**config.mk**
```make
export PLATFORM = sky130hd
export DESIGN_NAME = cpu_control_unit
export DESIGN_NICKNAME = d
export VERILOG_FILES = /design/src/rtl/cpu_control_unit.sv
export SDC_FILE = /design/constraint.sdc
export NUM_CORES = 1
export LEC_CHECK = 0
export CORE_ASPECT_RATIO = 2
export CORE_MARGIN = 3
export CORE_UTILIZATION = 50
export CTS_CLUSTER_DIAMETER = 120
export CTS_CLUSTER_SIZE = 16
export DETAILED_ROUTE_END_ITERATION = 10
export PLACE_DENSITY = 0.82
export SYNTH_ARGS = -nofsm -noshare
export SYNTH_HDL_FRONTEND = slang
export SYNTH_SLANG_ARGS = --single-unit
export TNS_END_PERCENT = 30
```
**constraint.sdc**
```tcl
create_clock -name clk -period 2.13 [get_ports clk]
set_clock_uncertainty 0.1 [all_clocks]
set_input_delay 0.3195 -clock clk [delete_from_list [all_inputs] [get_ports clk]]
set_output_delay 0.3195 -clock clk [all_outputs]
set_load 0.03 [all_outputs]
```
**src/rtl/cpu_control_unit.sv**
```systemverilog
// Multi-cycle fetch/decode/execute sequencer for the 8-bit accumulator CPU.
// Optional build macro ILLEGAL_TRAP_EN: opcodes 8-E halt the core and set the sticky illegal flag.
module cpu_control_unit #(
  parameter logic [7:0] RESET_PC    = 8'h00,
  parameter logic [3:0] HALT_OPCODE = 4'hF
) (
  input  logic       clk,
  input  logic       reset,
  input  logic [7:0] from_memory,
  input  logic       zero,
  output logic [7:0] address,
  output logic       write,
  output logic       acc_load,
  output logic [1:0] alu_op,
  output logic [7:0] pc,
  output logic       halted,
  output logic       illegal
);

  typedef enum logic [2:0] {
    StF0, StF1, StO0, StO1, StM0, StM1, StSt, StHalt
  } state_e;

  localparam logic [3:0] OpNop = 4'h0;
  localparam logic [3:0] OpLda = 4'h1;
  localparam logic [3:0] OpSta = 4'h2;
  localparam logic [3:0] OpAdd = 4'h3;
  localparam logic [3:0] OpSub = 4'h4;
  localparam logic [3:0] OpJmp = 4'h5;
  localparam logic [3:0] OpJz  = 4'h6;
  localparam logic [3:0] OpLdi = 4'h7;

  localparam logic [1:0] AluPass = 2'b00;
  localparam logic [1:0] AluAdd  = 2'b01;
  localparam logic [1:0] AluSub  = 2'b10;

  state_e     state_q, state_d;
  logic [7:0] pc_q, pc_d;
  logic [7:0] opr_q, opr_d;
  // Only the opcode nibble of IR is kept; the low nibble carries no meaning.
  logic [3:0] ir_q, ir_d;
  logic [3:0] op_fetch;

  assign op_fetch = from_memory[7:4];
  assign pc       = pc_q;

`ifdef ILLEGAL_TRAP_EN
  logic illegal_q, illegal_d;
  assign illegal = illegal_q;
`else
  assign illegal = 1'b0;
`endif

  always_comb begin
    state_d  = state_q;
    pc_d     = pc_q;
    ir_d     = ir_q;
    opr_d    = opr_q;
`ifdef ILLEGAL_TRAP_EN
    illegal_d = illegal_q;
`endif
    address  = pc_q;
    write    = 1'b0;
    acc_load = 1'b0;
    alu_op   = AluPass;
    halted   = 1'b0;

    unique case (state_q)
      StF0: state_d = StF1;
      StF1: begin
        ir_d = op_fetch;
        pc_d = pc_q + 8'd1;
        if (op_fetch == HALT_OPCODE) begin
          state_d = StHalt;
        end else if (op_fetch == OpNop) begin
          state_d = StF0;
        end else if (op_fetch <= OpLdi) begin
          state_d = StO0;
        end else begin
`ifdef ILLEGAL_TRAP_EN
          state_d   = StHalt;
          illegal_d = 1'b1;
`else
          state_d   = StF0;
`endif
        end
      end
      StO0: state_d = StO1;
      StO1: begin
        opr_d   = from_memory;
        pc_d    = pc_q + 8'd1;
        state_d = StF0;
        case (ir_q)
          OpLdi: acc_load = 1'b1;
          OpJmp: pc_d = from_memory;
          OpJz:  if (zero) pc_d = from_memory;
          OpLda, OpAdd, OpSub: state_d = StM0;
          OpSta: state_d = StSt;
          default: ;
        endcase
      end
      StM0: begin
        address = opr_q;
        state_d = StM1;
      end
      StM1: begin
        address  = opr_q;
        acc_load = 1'b1;
        if (ir_q == OpAdd) begin
          alu_op = AluAdd;
        end else if (ir_q == OpSub) begin
          alu_op = AluSub;
        end else begin
          alu_op = AluPass;
        end
        state_d = StF0;
      end
      StSt: begin
        address = opr_q;
        write   = 1'b1;
        state_d = StF0;
      end
      StHalt: halted = 1'b1;
      default: state_d = StF0;
    endcase
  end

  always_ff @(posedge clk or posedge reset) begin
    if (reset) begin
      state_q <= StF0;
      pc_q    <= RESET_PC;
      ir_q    <= 4'h0;
      opr_q   <= 8'h00;
    end else begin
      state_q <= state_d;
      pc_q    <= pc_d;
      ir_q    <= ir_d;
      opr_q   <= opr_d;
    end
  end

`ifdef ILLEGAL_TRAP_EN
  always_ff @(posedge clk or posedge reset) begin
    if (reset) begin
      illegal_q <= 1'b0;
    end else begin
      illegal_q <= illegal_d;
    end
  end
`endif

endmodule

```
Yosys cells after proc, flatten, opt, wreduce, memory -nomap -nowiden
Index checks and enable logic that the tools add are counted.
- order comparisons: 1
- mux-type cells: 16
- equal/unequal tests: 15
- reductions and logical operators: 7
- add/sub/neg operators: 1
- operator list (operator ; number):
    one-hot mux 8 bit (2 select lines) ; 2
    one-hot mux 3 bit (6 select lines) ; 1
    equality test 4 x 3 -> 1 bit, second input constant ; 4
    2-to-1 mux 8 bit ; 2
    equality test 3 bit, second input constant ; 4
    2-to-1 mux 2 bit ; 5
    adder 8 x 1 -> 8 bit, second input constant ; 1
    equality test 4 x 2 -> 1 bit, second input constant ; 2
    equality test 3 x 2 -> 1 bit, second input constant ; 2
    one-hot mux 3 bit (2 select lines) ; 1
    nonzero test 6 bit ; 1
    OR reduction 3 bit ; 2
    equality test 4 x 1 -> 1 bit, second input constant ; 1
    equality test 4 bit, second input constant ; 1
    less-or-equal comparator 4 x 3 -> 1 bit, second input constant ; 1
    zero test 4 bit ; 1
    equality test 3 x 1 -> 1 bit, second input constant ; 1
    zero test 3 bit ; 1
    2-to-1 mux 1 bit ; 3
    2-to-1 mux 3 bit ; 1
    one-hot mux 1 bit (2 select lines) ; 1
    nonzero test 2 bit ; 1
    OR reduction 2 bit ; 1
- output and inout bits: 22
- input port bits: 11
- register bits: 23
- word-level logic and storage cells: 44

Logic depth before layout (Yosys ltp)
Gate-level depths: netlist of run 1.
- depth in word-level cells: 5
- gate-level depth with buffers: 6
- depth with buffers taken out: 5

Worst setup path before layout of run 1
Ideal clock, no wire load.
- kind: flip-flop to output port
- from: register state_q[0]
- to: output port alu_op[0]
- path buffers: 1
- arrival: 1.701 ns
- required time: 1.711 ns
- stages on the path, launching flop included: 4
- path slack: 0.009 ns
- cells stage by stage: dfrtp_1 buf_2 nand3_1 nor4_1
- word-level cells in the longest chain between the ends: 2
- RTL lines (what ; RTL line ; source):
    from (decl) ; 37 ; state_e state_q, state_d;
    from (signal assigned) ; 130 ; state_q <= StF0;
    from (signal assigned) ; 135 ; state_q <= state_d;
    equality test 3 bit ; 68 ; unique case (state_q)
    2-to-1 mux 2 bit ; 68 ;
    to (decl) ; 14 ; output logic [1:0] alu_op,
Every way passes these cells.

Final worst setup path of run 1
- from: register state_q[1]
- to: output port address[5]
- word-level cells in the longest chain between the ends: 3
- elaborated cells on any way between the ends: 5
- classes of those cells: eq/ne (3); mux (1); reduce/logical (1)
- RTL lines (what ; RTL line ; source):
    equality test 3 bit ; 68 ;
    OR reduction 3 bit (no source line) * ; - ;
    2-to-1 mux 8 bit * ; 68 ;
    to (decl) ; 11 ; output logic [7:0] address,
Every way passes the cells marked *; elsewhere a longest branch is shown, timed or not.

==> results of run 1 <==
[cell families (layout without fill, tap and decap cells)]
| group | count (synthesis) | after routing | synth area share [%] |
|---|---|---|---|
| adder cells (fa/ha/maj) | 1 | 1 | 0.813 |
| other | 1 | 1 | 0.244 |
| XOR/XNOR | 4 | 4 | 2.28 |
| buffers and inverters | 14 | 51 | 6.10 |
| flip-flops | 23 | 23 | 37.4 |
| AND/OR/NAND/NOR | 77 | 77 | 28.2 |
| AO/OA/AOI/OAI | 31 | 31 | 16.3 |
| multiplexers | 12 | 12 | 8.70 |
[power breakdown]
part / internal (mW) / total (mW) / switching (mW)
combinational: 0.761 / 1.74 / 0.979
sequential: 0.638 / 0.902 / 0.264
clock: 0.133 / 0.284 / 0.151
[state kept, by name, summed over array words and instances (netlist names)]
register	cells
pc	8
ir_q	4
opr_q	8
state_q	3
[what timing repair did]
item | 4_1_cts | 5_1_grt
endpoints found under the setup margin | 9 | 7
hold buffers | 0 | 0
resized for setup | 24 | 4
pin swaps | 0 | 2
setup buffers | 0 | 0
[how the worst max path moves through the flow]
stage                  to  depth (start not counted)        from
2_1_floorplan   alu_op[0]                          3  state_q[0]
3_3_place_gp   address[1]                          4  state_q[0]
3_5_place_dp   address[5]                          4  state_q[0]
4_1_cts        address[5]                          4  state_q[0]
5_1_grt        address[5]                          4  state_q[1]
6_report       address[5]                          4  state_q[1]
[metrics by stage]
stage	instance area [µm²]	std cells	total power, mW	worst slack, ns
floorplan	1540	163	2.08	0.00920
global placement	1890	225	2.55	-0.0230
detailed placement	1890	225	2.63	-0.0698
CTS	1960	229	2.91	-0.0130
global route	1970	229	3.12	-0.0409
finish	1970	229	2.93	-0.0283
[placed cells by master (no fill, tap or decap), drive strengths merged, types with 3 or more instances in the layout]
cell	count
a21oi	5
buf	17
nand3	8
mux2	11
and3	4
o21ai	5
and2b	3
a32oi	3
inv	4
a221o	3
nor4	4
clkbuf	3
dlygate4sd2	3
dfrtp	23
a211oi	4
clkdlybuf4s15	5
xor2	3
nand2	32
clkdlybuf4s50	18
nor2	8
[layout make-up]
| type | instances | area (µm²) | share of cell area, % |
|---|---|---|---|
| clock inverters | 1 | 7.51 | 0.382 |
| multi-input cells | 126 | 898 | 45.7 |
| well taps | 29 | 36.3 | 1.85 |
| flip-flops and latches | 23 | 576 | 29.3 |
| inverters | 4 | 15.0 | 0.764 |
| clock buffers | 3 | 41.3 | 2.10 |
| repair buffers | 43 | 392 | 19.9 |
[metal layers]
layer	part of all wire (%)	up-vias	track usage, %
met5	0	-	0
met2	55	71	41.2
met4	4.1	0	13.3
li1	-	664	-
met3	5.3	20	2.36
met1	35	711	25.8
[worst register-to-register path, stage by stage, from the launching register on]
cell and delay [ns]:
dfrtp_1 0.51, nand3b_4 0.23, a211oi_4 0.44, o21ai_1 0.14, a221o_1 0.31
==> results.json, run 1 <==
{
  "worst_setup_path_start_kind": "flop",
  "final_layout_size_suffix_gt1_share_pct": 26.5,
  "die_x_um": 45.2,
  "yosysMostFrequentCell": "nand2_1",
  "finalSetupViolCount": 3,
  "r2r_cells": 4,
  "slowest_stage": "dfrtp_1",
  "rows": 27,
  "wire_per_inst_um": 18.2,
  "synth_edf_count": 0,
  "tritoncts": "yes",
  "die_area_um2": 3820,
  "maxCapViolCount": 0,
  "num_vias": 1466,
  "synth.top_cell.area_share_pct": 37.4,
  "synth_seq_area_share_pct": 37.4,
  "tightest_slew_ns": 0.507,
  "cts_buffers": 3,
  "wirelength_um": 4160,
  "clk_pin_slew_ns": 0.08,
  "fin_hold_ws_ns": 0.277,
  "peakVddDrop_v": 0.00105,
  "hold_viol": 0,
  "root_buffer": "clkbuf_8",
  "synth_nets": 175,
  "cpPeakStageDelay_ns": 0.43,
  "ant_nets": 0,
  "drv_slew": 0,
  "rsz0062_at_grt": "true",
  "core_area_um2": 2840,
  "r2r_slack_ns": 0.29,
  "finish.utilization_pct": 69.3,
  "start_util_pct": 54.2,
  "critPathKind": "reg -> out",
  "path_max_fanout": 4,
  "ys.flop_type": "dfrtp_1",
  "async_flop_share_pct": 100,
  "post_drt_via_cell_ratio": 6.40,
  "drcViolationCount": 0,
  "synth_area_leader_cell": "dfrtp_1",
  "synth_cells": 163,
  "grtUsageTotal_pct": 23.6,
  "area_growth_pct": 27.7,
  "worstPathCellList": "a21oi_4 -> buf_4 -> mux2_2 -> clkdlybuf4s15_2",
  "worst_ep_required_time_ns": 1.71,
  "drtIter0Drc": 41,
  "path_buf_inv": 2,
  "final.setup.tns_ns": -0.0522,
  "layout_setup_ws_ns": -0.0283,
  "grt_pass1_wl_um": 6830,
  "synth_area_um2": 1540,
  "cts.sinks": 23,
  "grt_pass1_vias": 1480,
  "fmax_ghz": 0.463,
  "grt-ovfl-total": 0,
  "period_share_pct": 101,
  "yosys-top-cells-count": "nand2_1 (32), dfrtp_1 (23), mux2_2 (11)",
  "arrival_ns": 1.74,
  "critPathTopFamily": "buffers and inverters",
  "die_h_um": 84.5,
  "num_io_pins": 33,
  "hp-class": "in -> async",
  "netlist-cell-type-count": 51,
  "yosysWarnings": 0,
  "port_buffers": 31,
  "slew_headroom_pct": 66.2,
  "nNetsFinal": 213,
  "avgSynthCellArea_um2": 9.44,
  "ys_top_cells_by_area": "dfrtp_1 (37%), mux2_2 (8.0%), nand2_1 (7.8%), nand3_1 (2.6%), nand3b_4 (2.6%)",
  "grt_max_degree": 24,
  "diodes": 0,
  "cts_buffer_depth": 2,
  "leakage_nw": 0.886,
  "fin_crit_ns": 2.16,
  "power_density_nw_per_um2": 1490,
  "r2r-end": "pc[5]",
  "setup.worst_path.end_class": "output pin",
  "gp_congestion": 0.904,
  "status": "finished, violations left",
  "dpl.hpwl_um": 3140,
  "synth_seq_cells": 23,
  "clk_latency_ns": 0.28,
  "antenna_found_initial": 0,
  "violations": "setup timing",
  "fillers": 241,
  "h-tree-depth": 1,
  "rr_startpoint": "ir_q[0]",
  "drt_pass1_iterations": 4
}
(Power assumes the default switching activity.)
==> run 2, diff against run 1 <==
Settings changed: GPL_TIMING_DRIVEN from default to 0.
==> run 2 against run 1 <==
Against the previous run: the run now ends clean; global-route usage is 2.1 points lower; via count is 2.7% lower; final cell count is 2.6% higher; design area is 1.4% higher; register-to-register slack better by 0.03 ns; worst setup slack better by 0.042 ns; largest power group unchanged; sequential share of layout area is 0.28 points lower; power is 1.3% higher; die area stayed put; critical path depth is 1 higher.
==> results.json, run 2 (synthesis gave the netlist of run 1 again) <==
{
  "status": "complete, no violations",
  "switching_power_mw": 1.38,
  "gp_congestion": 0.814,
  "slew_headroom_pct": 41.4,
  "fmax_ghz": 0.473,
  "setup.worst_path.end_class": "output pin",
  "antenna_found_initial": 0,
  "arrival_ns": 1.70,
  "rows": 27,
  "die_h_um": 84.5,
  "seq_power_share_pct": 28.5,
  "peakVddDrop_v": 0.000887,
  "core_area_um2": 2840,
  "ant_nets": 0,
  "fin_crit_ns": 2.12,
  "grtUsageTotal_pct": 21.5,
  "postCtsHoldBufs": 0,
  "r2r_cells": 6,
  "h-tree-depth": 1,
  "cts.sinks": 23,
  "hp-class": "reg -> reg",
  "area_growth_pct": 29.5,
  "root_buffer": "clkbuf_8",
  "start_util_pct": 54.2,
  "grt_pass1_wl_um": 6270,
  "num_vias": 1426,
  "wirelength_um": 3910,
  "swShare_pct": 46.5,
  "grt_max_degree": 24,
  "path_max_fanout": 10,
  "post_drt_via_cell_ratio": 6.07,
  "die_area_um2": 3820,
  "worst_setup_path_start_kind": "flop",
  "power.share.clock_pct": 9.4,
  "final_cell_mix": "nand2_1 (32), dfrtp_1 (21), clkdlybuf4s50_1 (18)",
  "crit_start": "state_q[2]",
  "instances_no_fill": 235,
  "critPathKind": "reg -> out",
  "finish.utilization_pct": 70.2,
  "diodes": 0,
  "period_share_pct": 99.3,
  "maxCapViolCount": 0,
  "finalSetupViolCount": 0,
  "clk_pin_slew_ns": 0.08,
  "tritoncts": "yes",
  "rr_startpoint": "state_q[2]",
  "r2r_slack_ns": 0.32,
  "final_common_cell": "nand2_1",
  "hold_viol": 0,
  "num_io_pins": 33,
  "cts_buffers": 3,
  "drcViolationCount": 0,
  "worstSetupEndpoint": "address[3]",
  "worst_ep_required_time_ns": 1.71,
  "fillers": 220,
  "dpl.cell_count": 223,
  "leakage_nw": 0.919,
  "final_layout_size_suffix_gt1_share_pct": 29.1,
  "power.internal_mw": 1.59,
  "r2r-end": "pc[7]",
  "nNetsFinal": 219,
  "rsz0062_at_grt": "true",
  "cts_buffer_depth": 2,
  "drtIter0Drc": 54,
  "dpl.hpwl_um": 2890,
  "clk_latency_ns": 0.27,
  "port_buffers": 31,
  "p_comb_share_pct": 62.1,
  "grt-ovfl-total": 0,
  "hold_depth": 2,
  "grt_pass1_vias": 1439,
  "tightest_slew_ns": 0.878,
  "wire_per_inst_um": 16.6,
  "power_density_nw_per_um2": 1490,
  "drt_pass1_iterations": 5,
  "die_x_um": 45.2,
  "drv_slew": 0
}
-- run 2: power groups by stage --
stage	clock, mW	sequential, mW	combinational [mW]
2_1_floorplan	0	0.931	1.15
3_3_place_gp	0	0.843	1.74
3_5_place_dp	0	0.863	1.79
4_1_cts	0.281	0.839	1.85
5_1_grt	0.293	0.882	1.98
6_report	0.279	0.845	1.84
-- run 2: layer usage --
layer	vias to the layer above	wire length (µm)	track usage [%]
met5	-	0	0
met1	675	1450	23.2
li1	677	-	-
met4	0	122	10.7
met3	13	181	2.58
met2	61	2160	38.4
-- run 2: cell type report --
| cell class | instances | area (µm²) | share of cell area (%) |
|---|---|---|---|
| Buffer | 10 | 83.8 | 4.21 |
| Clock buffer | 3 | 41.3 | 2.07 |
| Clock inverter | 1 | 5.00 | 0.251 |
| Inverter | 4 | 18.8 | 0.942 |
| Multi-Input combinational cell | 126 | 888 | 44.6 |
| Sequential cell | 23 | 578 | 29.0 |
| Tap cell | 29 | 36.3 | 1.82 |
| Timing Repair Buffer | 39 | 342 | 17.1 |
-- run 2: worst min path at each step --
stage | end | slack [ns] | startpoint
final | opr_q[4] | 0.38 | opr_q[4]
after global routing | opr_q[5] | 0.40 | opr_q[5]
after CTS | opr_q[5] | 0.39 | opr_q[5]
after detailed placement | opr_q[2] | 0.36 | opr_q[2]
after global placement | opr_q[4] | 0.35 | opr_q[4]
after floorplan | ir_q[0] | 0.22 | reset
-- run 2: through the flow --
stage	area [µm²]	TNS, ns	hold WS (ns)	setup slack, ns	power [mW]
after floorplan	1540	0	0.221	0.00920	2.08
after global placement	1890	-3.15	0.353	-0.406	2.58
after detailed placement	1890	-3.62	0.365	-0.464	2.66
after CTS	1980	-0.368	0.385	-0.0826	2.97
after global routing	1990	-0.408	0.403	-0.0586	3.15
final	1990	0	0.379	0.0140	2.96
-- run 2: timing repair --
item,in CTS,in global routing
gates resized for setup,41,16
setup buffers,4,4
pin swaps,1,0
endpoints found under the setup margin,13,11
-- run 2: critical path: stages (launching register included) --
cell	delay, ns
dfrtp_2	0.43
clkinvlp_4	0.17
a21oi_4	0.17
buf_12	0.14
mux2_2	0.33
buf_2	0.18
